[config.mk]
export PLATFORM = sky130hd
export DESIGN_NAME = mem_port_arbiter
export DESIGN_NICKNAME = d
export VERILOG_FILES = /design/src/rtl/mem_port_arbiter_pkg.sv /design/src/rtl/mem_port_arb_select.sv /design/src/rtl/mem_port_arbiter.sv
export SDC_FILE = /design/constraint.sdc
export NUM_CORES = 1
export LEC_CHECK = 0
export ABC_AREA = 1
export CAP_MARGIN = 25
export CORE_MARGIN = 3
export CORE_UTILIZATION = 22
export CTS_BUF_LIST = sky130_fd_sc_hd__clkbuf_8
export CTS_CLUSTER_SIZE = 12
export DETAILED_ROUTE_END_ITERATION = 8
export GPL_TIMING_DRIVEN = 1
export PLACE_DENSITY = 0.79
export SYNTH_ARGS = -nofsm -noshare
export SYNTH_HDL_FRONTEND = slang
export SYNTH_SLANG_ARGS = --single-unit
[constraint.sdc]
create_clock -name clk -period 1.35 [get_ports clk]
set_clock_uncertainty 0.15 [all_clocks]
set_input_delay 0.2025 -clock clk [delete_from_list [all_inputs] [get_ports clk]]
set_output_delay 0.2025 -clock clk [all_outputs]
set_load 0.01 [all_outputs]
[src/rtl/mem_port_arbiter_pkg.sv]
// -----------------------------------------------------------------------------
// mem_port_arbiter_pkg
// Shared types for the two-port memory arbiter: FSM state encoding, the
// requester identifier, and small mapping helpers used by the top level and
// by the grant-selection sub-module.
// Optional feature macro: MEM_PORT_ARBITER_RR_EN (round-robin on contention).
// -----------------------------------------------------------------------------
package mem_port_arbiter_pkg;

    // Arbiter FSM state, kept as plain encoded constants so the encoding is
    // visible in waveforms and stable for any legacy code that decodes it.
    typedef logic [1:0] arb_state_t;

    localparam arb_state_t IDLE    = 2'd0;
    localparam arb_state_t SERVE_A = 2'd1;
    localparam arb_state_t SERVE_B = 2'd2;

    // Requester identity: A is instruction fetch, B is data access.
    typedef enum logic {
        PORT_A = 1'b0,
        PORT_B = 1'b1
    } arb_port_t;

    // State that serves a given port.
    function automatic arb_state_t serve_state(input arb_port_t p);
        return (p == PORT_B) ? SERVE_B : SERVE_A;
    endfunction

    // The port that is not p; used to alternate grants under contention.
    function automatic arb_port_t other_port(input arb_port_t p);
        return (p == PORT_A) ? PORT_B : PORT_A;
    endfunction

endpackage : mem_port_arbiter_pkg

[src/rtl/mem_port_arb_select.sv]
// -----------------------------------------------------------------------------
// mem_port_arb_select
// Combinational grant decision for the memory port arbiter. Given the two
// request lines it names the port that wins the next grant.
//   - default build: fixed priority, data port B over fetch port A, so data
//     accesses retire before the next instruction fetch.
//   - MEM_PORT_ARBITER_RR_EN defined: on contention the port that did not win
//     the previous grant wins; a lone requester always wins immediately.
// o_valid flags that at least one port is requesting; o_grant is only
// meaningful while o_valid is high.
// -----------------------------------------------------------------------------
module mem_port_arb_select
    import mem_port_arbiter_pkg::*;
(
    input  logic      i_req_a,
    input  logic      i_req_b,
`ifdef MEM_PORT_ARBITER_RR_EN
    input  arb_port_t i_last_grant,
`endif
    output arb_port_t o_grant,
    output logic      o_valid
);

    assign o_valid = i_req_a | i_req_b;

    // Pick the winning port from the current requests.
    always_comb begin
        // NOTE: default first so every path assigns o_grant; no latch is inferred.
        o_grant = PORT_A;
`ifdef MEM_PORT_ARBITER_RR_EN
        if (i_req_a && i_req_b) begin
            o_grant = other_port(i_last_grant);
        end else if (i_req_b) begin
            o_grant = PORT_B;
        end
`else
        if (i_req_b) begin
            o_grant = PORT_B;
        end
`endif
    end

endmodule : mem_port_arb_select

[src/rtl/mem_port_arbiter.sv]
// -----------------------------------------------------------------------------
// mem_port_arbiter
// Shares one single-ported cache/memory between the CPU's instruction-fetch
// port (A) and data port (B). One port is granted at a time; the grant is held
// until the memory completes (mem_resp) or the granted port withdraws its
// request. While a port is served its control, address and data are passed
// straight through to the memory, and the completion pulse is steered back to
// that port only. Between grants the arbiter always spends at least one cycle
// in IDLE, so the memory strobes drop for a cycle between transactions.
// Read data is broadcast to both ports; it is valid only with the matching
// resp pulse.
// Optional feature macro: MEM_PORT_ARBITER_RR_EN selects round-robin
// arbitration on simultaneous requests instead of fixed B-over-A priority.
// -----------------------------------------------------------------------------
module mem_port_arbiter
    import mem_port_arbiter_pkg::*;
#(
    parameter int ADDR_WIDTH = 16,
    parameter int DATA_WIDTH = 16,
    parameter int MASK_WIDTH = DATA_WIDTH / 8
) (
    input  logic                  clk,
    input  logic                  rst,

    // Port A: instruction fetch
    input  logic                  read_a,
    input  logic                  write_a,
    input  logic [MASK_WIDTH-1:0] wmask_a,
    input  logic [ADDR_WIDTH-1:0] address_a,
    input  logic [DATA_WIDTH-1:0] wdata_a,
    output logic                  resp_a,
    output logic [DATA_WIDTH-1:0] rdata_a,

    // Port B: data access
    input  logic                  read_b,
    input  logic                  write_b,
    input  logic [MASK_WIDTH-1:0] wmask_b,
    input  logic [ADDR_WIDTH-1:0] address_b,
    input  logic [DATA_WIDTH-1:0] wdata_b,
    output logic                  resp_b,
    output logic [DATA_WIDTH-1:0] rdata_b,

    // Shared memory side
    output logic                  mem_read,
    output logic                  mem_write,
    output logic [MASK_WIDTH-1:0] mem_wmask,
    output logic [ADDR_WIDTH-1:0] mem_address,
    output logic [DATA_WIDTH-1:0] mem_wdata,
    input  logic                  mem_resp,
    input  logic [DATA_WIDTH-1:0] mem_rdata
);

    arb_state_t r_state;
    arb_state_t w_state_next;

    logic       w_req_a;
    logic       w_req_b;
    logic       w_any_req;
    arb_port_t  w_grant;

    // A port is requesting whenever it asks for either a read or a write.
    assign w_req_a = read_a | write_a;
    assign w_req_b = read_b | write_b;

`ifdef MEM_PORT_ARBITER_RR_EN
    arb_port_t r_last_grant;

    mem_port_arb_select u_select (
        .i_req_a      (w_req_a),
        .i_req_b      (w_req_b),
        .i_last_grant (r_last_grant),
        .o_grant      (w_grant),
        .o_valid      (w_any_req)
    );
`else
    mem_port_arb_select u_select (
        .i_req_a (w_req_a),
        .i_req_b (w_req_b),
        .o_grant (w_grant),
        .o_valid (w_any_req)
    );
`endif

    // Next grant: IDLE grants any requester; a served port is released on
    // completion or when it withdraws its request.
    always_comb begin
        w_state_next = r_state;
        case (r_state)
            IDLE: begin
                if (w_any_req) begin
                    w_state_next = serve_state(w_grant);
                end
            end
            SERVE_A: begin
                if (mem_resp || !w_req_a) begin
                    w_state_next = IDLE;
                end
            end
            SERVE_B: begin
                if (mem_resp || !w_req_b) begin
                    w_state_next = IDLE;
                end
            end
            default: begin
                w_state_next = IDLE;
            end
        endcase
    end

    // Grant register; synchronous reset abandons any outstanding transaction.
    always_ff @(posedge clk) begin
        // NOTE: non-blocking assignments for all registered state.
        if (rst) begin
            r_state <= IDLE;
        end else begin
            r_state <= w_state_next;
        end
    end

`ifdef MEM_PORT_ARBITER_RR_EN
    // Remember who won the most recent grant so contention alternates.
    always_ff @(posedge clk) begin
        if (rst) begin
            r_last_grant <= PORT_A;
        end else if ((r_state == IDLE) && w_any_req) begin
            r_last_grant <= w_grant;
        end
    end
`endif

    // Steer the granted port to the memory and the completion back to it.
    // Reset forces the memory side quiet in the same cycle it is asserted.
    always_comb begin
        mem_read    = 1'b0;
        mem_write   = 1'b0;
        mem_wmask   = '0;
        mem_address = '0;
        mem_wdata   = '0;
        resp_a      = 1'b0;
        resp_b      = 1'b0;
        if (!rst) begin
            case (r_state)
                SERVE_A: begin
                    mem_read    = read_a;
                    mem_write   = write_a;
                    mem_wmask   = wmask_a;
                    mem_address = address_a;
                    mem_wdata   = wdata_a;
                    // A withdrawn request gets no completion even if the
                    // memory answers in that same cycle.
                    resp_a      = mem_resp & w_req_a;
                end
                SERVE_B: begin
                    mem_read    = read_b;
                    mem_write   = write_b;
                    mem_wmask   = wmask_b;
                    mem_address = address_b;
                    mem_wdata   = wdata_b;
                    resp_b      = mem_resp & w_req_b;
                end
                default: begin
                    // IDLE: memory side stays quiet and mem_resp is ignored.
                end
            endcase
        end
    end

    // Read data is broadcast; each port qualifies it with its own resp.
    assign rdata_a = mem_rdata;
    assign rdata_b = mem_rdata;

endmodule : mem_port_arbiter

==> impl_metrics.toml <==
[run_status]
outcome = "complete, but fails checks"
violations = "setup timing"

[placement]
port_buffers = 112
hpwl_um = 3440
place_congestion = 0.741
place_ws_ns = -0.711

[routing]
routed_wl_um = 4650
detail-route-antenna-nets = 0
routed_via_density = 4.35
drc = 0
drt_iter0_markers = 32
vias = 1532
avgRoutedWirePerCell_um = 13.2
drt_pass1_iterations = 4

[power]
p_per_area_nw_per_um2 = 587
p_leak_nw = 0.992
ir_worst_vdd_v = 0.000423

[logic_synthesis]
synth_top_cell_by_area = "nand2_1"
yosysUniqueCellTypes = 16
yosysWarnings = 0
ys_top_cells_by_count = "78 x nand2_1, 37 x buf_4, 20 x a21oi_1"
yosysSeqAreaShare_pct = 3.64
synthesis.nets = 279
syn_area_um2 = 1100
synth_edf_count = 0
ys_top_cells_by_area = "nand2_1 27%, buf_4 25%, a21oi_2 14%"
synth_top_area_share_pct = 26.6
synth.most_common_cell = "nand2_1"
synth_ff_type = "dfxtp_1"
syn-mean-instance-area_um2 = 5.95
synthCells = 185
synth_seq_cells = 2
synthArstFlopShare_pct = 0

[timing]
hold_viol_final = 0
worstMarginPinSlew_ns = 0.186
timing.fmax_mhz = 560
fin_ws_ns = -0.436
min_period_ns = 1.79
slew_violations = 0
finalCritPeriodShare_pct = 132
timing.hold.ws_ns = 0.255
rsz0062_at_grt = "true"
finalSetupViolCount = 40
slew_headroom_pct = 87.5

[critical_path]
crit_chain = "inv_4 > ha_4 > nand2_8 > buf_16 > a21oi_4 > buf_2"
r2r_cells = 8
critPathCaptureType = "output pin"
start_kind = "flip-flop"
crit_slowest_cell = "dfxtp_2"
cp.required_ns = 1.00
critPathKind = "reg -> out"
worstPathArrival_ns = 1.43
critPathMaxFanout = 9
cpPeakStageDelay_ns = 0.35

[die]
io_pins = 161
initial_core_util_pct = 23.0
die_x_um = 76.7
die_h_um = 76.7
dieArea_um2 = 5890
rows = 25
core_um2 = 4790

[job]
cap_violations = 0

[clock_tree]
cts_tree = "built"
holdBufCountCts = 0
cts_buffers = 3
clk_pin_slew_ns = 0.03
cts_sinks = 2
clockRootBuffer = "clkbuf_8"
clock_latency_ns = 0.22
htreeDepth = 1
cts_buffer_depth = 2

[global_route]
track_usage_pct = 15.1
antenna_found_initial = 0
grt_pass1_vias = 1534
grt_first_pass_wirelength_um = 7360
grt_max_degree = 13
grt_overflow = 0

[finish]
regMostFlops = "r_state"
area_growth_pct = 149
nets = 381
reg_top3 = "r_state x2"
largest_reg_flops = 2
n_antenna_cell = 0
drive_gt1_share_pct = 45.3

[hold_path]
whs_path_depth = 0
holdCritPathClass = "in -> out"
[routing by layer]
layer / track usage (%) / routed length, um / vias up
met1: 16.0 / 1700 / 689
li1: - / - / 757
met2: 28.4 / 2530 / 73
met3: 3.76 / 312 / 13
met4: 5.62 / 104 / 0
met5: 0 / 0 / -
[worst paths after layout]
path / to / slack, ns / start
max: mem_wdata[12] / -0.44 / r_state[0]$_SDFFE_PP0P_
min: rdata_a[7] / 0.26 / mem_rdata[7]
max reg2reg: r_state[1]$_SDFFE_PP0P_ / -0.16 / r_state[1]$_SDFFE_PP0P_
min reg2reg: r_state[1]$_SDFFE_PP0P_ / 0.45 / r_state[1]$_SDFFE_PP0P_
[placed cells by master, fill, tap and decap left out]
| cell | count |
|---|---|
| ha_4 | 3 |
| buf_6 | 35 |
| a21oi_2 | 5 |
| buf_16 | 3 |
| buf_2 | 10 |
| nand3_2 | 2 |
| nor2_2 | 2 |
| nand2_4 | 3 |
| nor2_1 | 2 |
| a21oi_4 | 30 |
| nand2_8 | 1 |
| nand3_4 | 3 |
| clkbuf_16 | 1 |
| clkdlybuf4s50_1 | 74 |
| inv_2 | 2 |
| inv_4 | 2 |
| buf_4 | 14 |
| a21oi_1 | 2 |
| dfxtp_2 | 1 |
| nor2_4 | 1 |
| clkbuf_8 | 3 |
| buf_12 | 1 |
| inv_1 | 5 |
| nand2_1 | 73 |
| dfxtp_4 | 1 |
| buf_8 | 2 |
| nand2_2 | 2 |
| a211oi_2 | 2 |
[metrics by stage]
step,cells,utilization [%],total power [mW],area [um2],TNS (ns)
floorplan,185,-,0.824,1460,-1.28
global placement,338,50.7,1.09,2430,-25.80
detailed placement,338,50.7,1.10,2430,-26.38
CTS,349,54.8,1.56,2630,-16.50
global route,352,57.3,1.72,2740,-18.02
finish,352,57.3,1.61,2740,-15.94
[critical path: cells and delay by family, from the launching register on]
kind | cells | cell delay [ns]
AO/OA/AOI/OAI | 1 | 0.11
adder cells (fa/ha/maj) | 1 | 0.28
buffers and inverters | 3 | 0.38
flip-flops | 1 | 0.35
AND/OR/NAND/NOR | 1 | 0.10
[cells by family after synthesis]
kind of cell | Yosys count | synth area share [%]
compound gates | 39 | 24.0
fa+ha+maj | 3 | 3.41
buf+inv | 52 | 34.4
flops | 2 | 3.64
simple gates | 89 | 34.5
[what timing repair did]
| action | 4_1_cts | 5_1_grt |
|---|---|---|
| gates cloned | 3 | 1 |
| endpoints found under the setup margin | 40 | 40 |
| buffers inserted | 5 | 3 |
| pin swaps | 2 | 8 |
| resized for setup | 198 | 21 |
[layout make-up]
| type | instances | area [um2] |
|---|---|---|
| tap | 67 | 83.8 |
| sequential | 2 | 45.0 |
| fill | 439 | 2040 |
| timing repair buffer | 140 | 1450 |
| inverter | 9 | 38.8 |
| clock buffer | 3 | 41.3 |
| multi-input combinational | 131 | 1090 |
[where the power goes]
part | switching, mW | internal (mW) | total [mW]
logic | 0.610 | 0.671 | 1.28
registers | 0.00991 | 0.0712 | 0.0812
clock network | 0.0595 | 0.190 | 0.249
No activity file was read; power rests on OpenSTA's default activity.
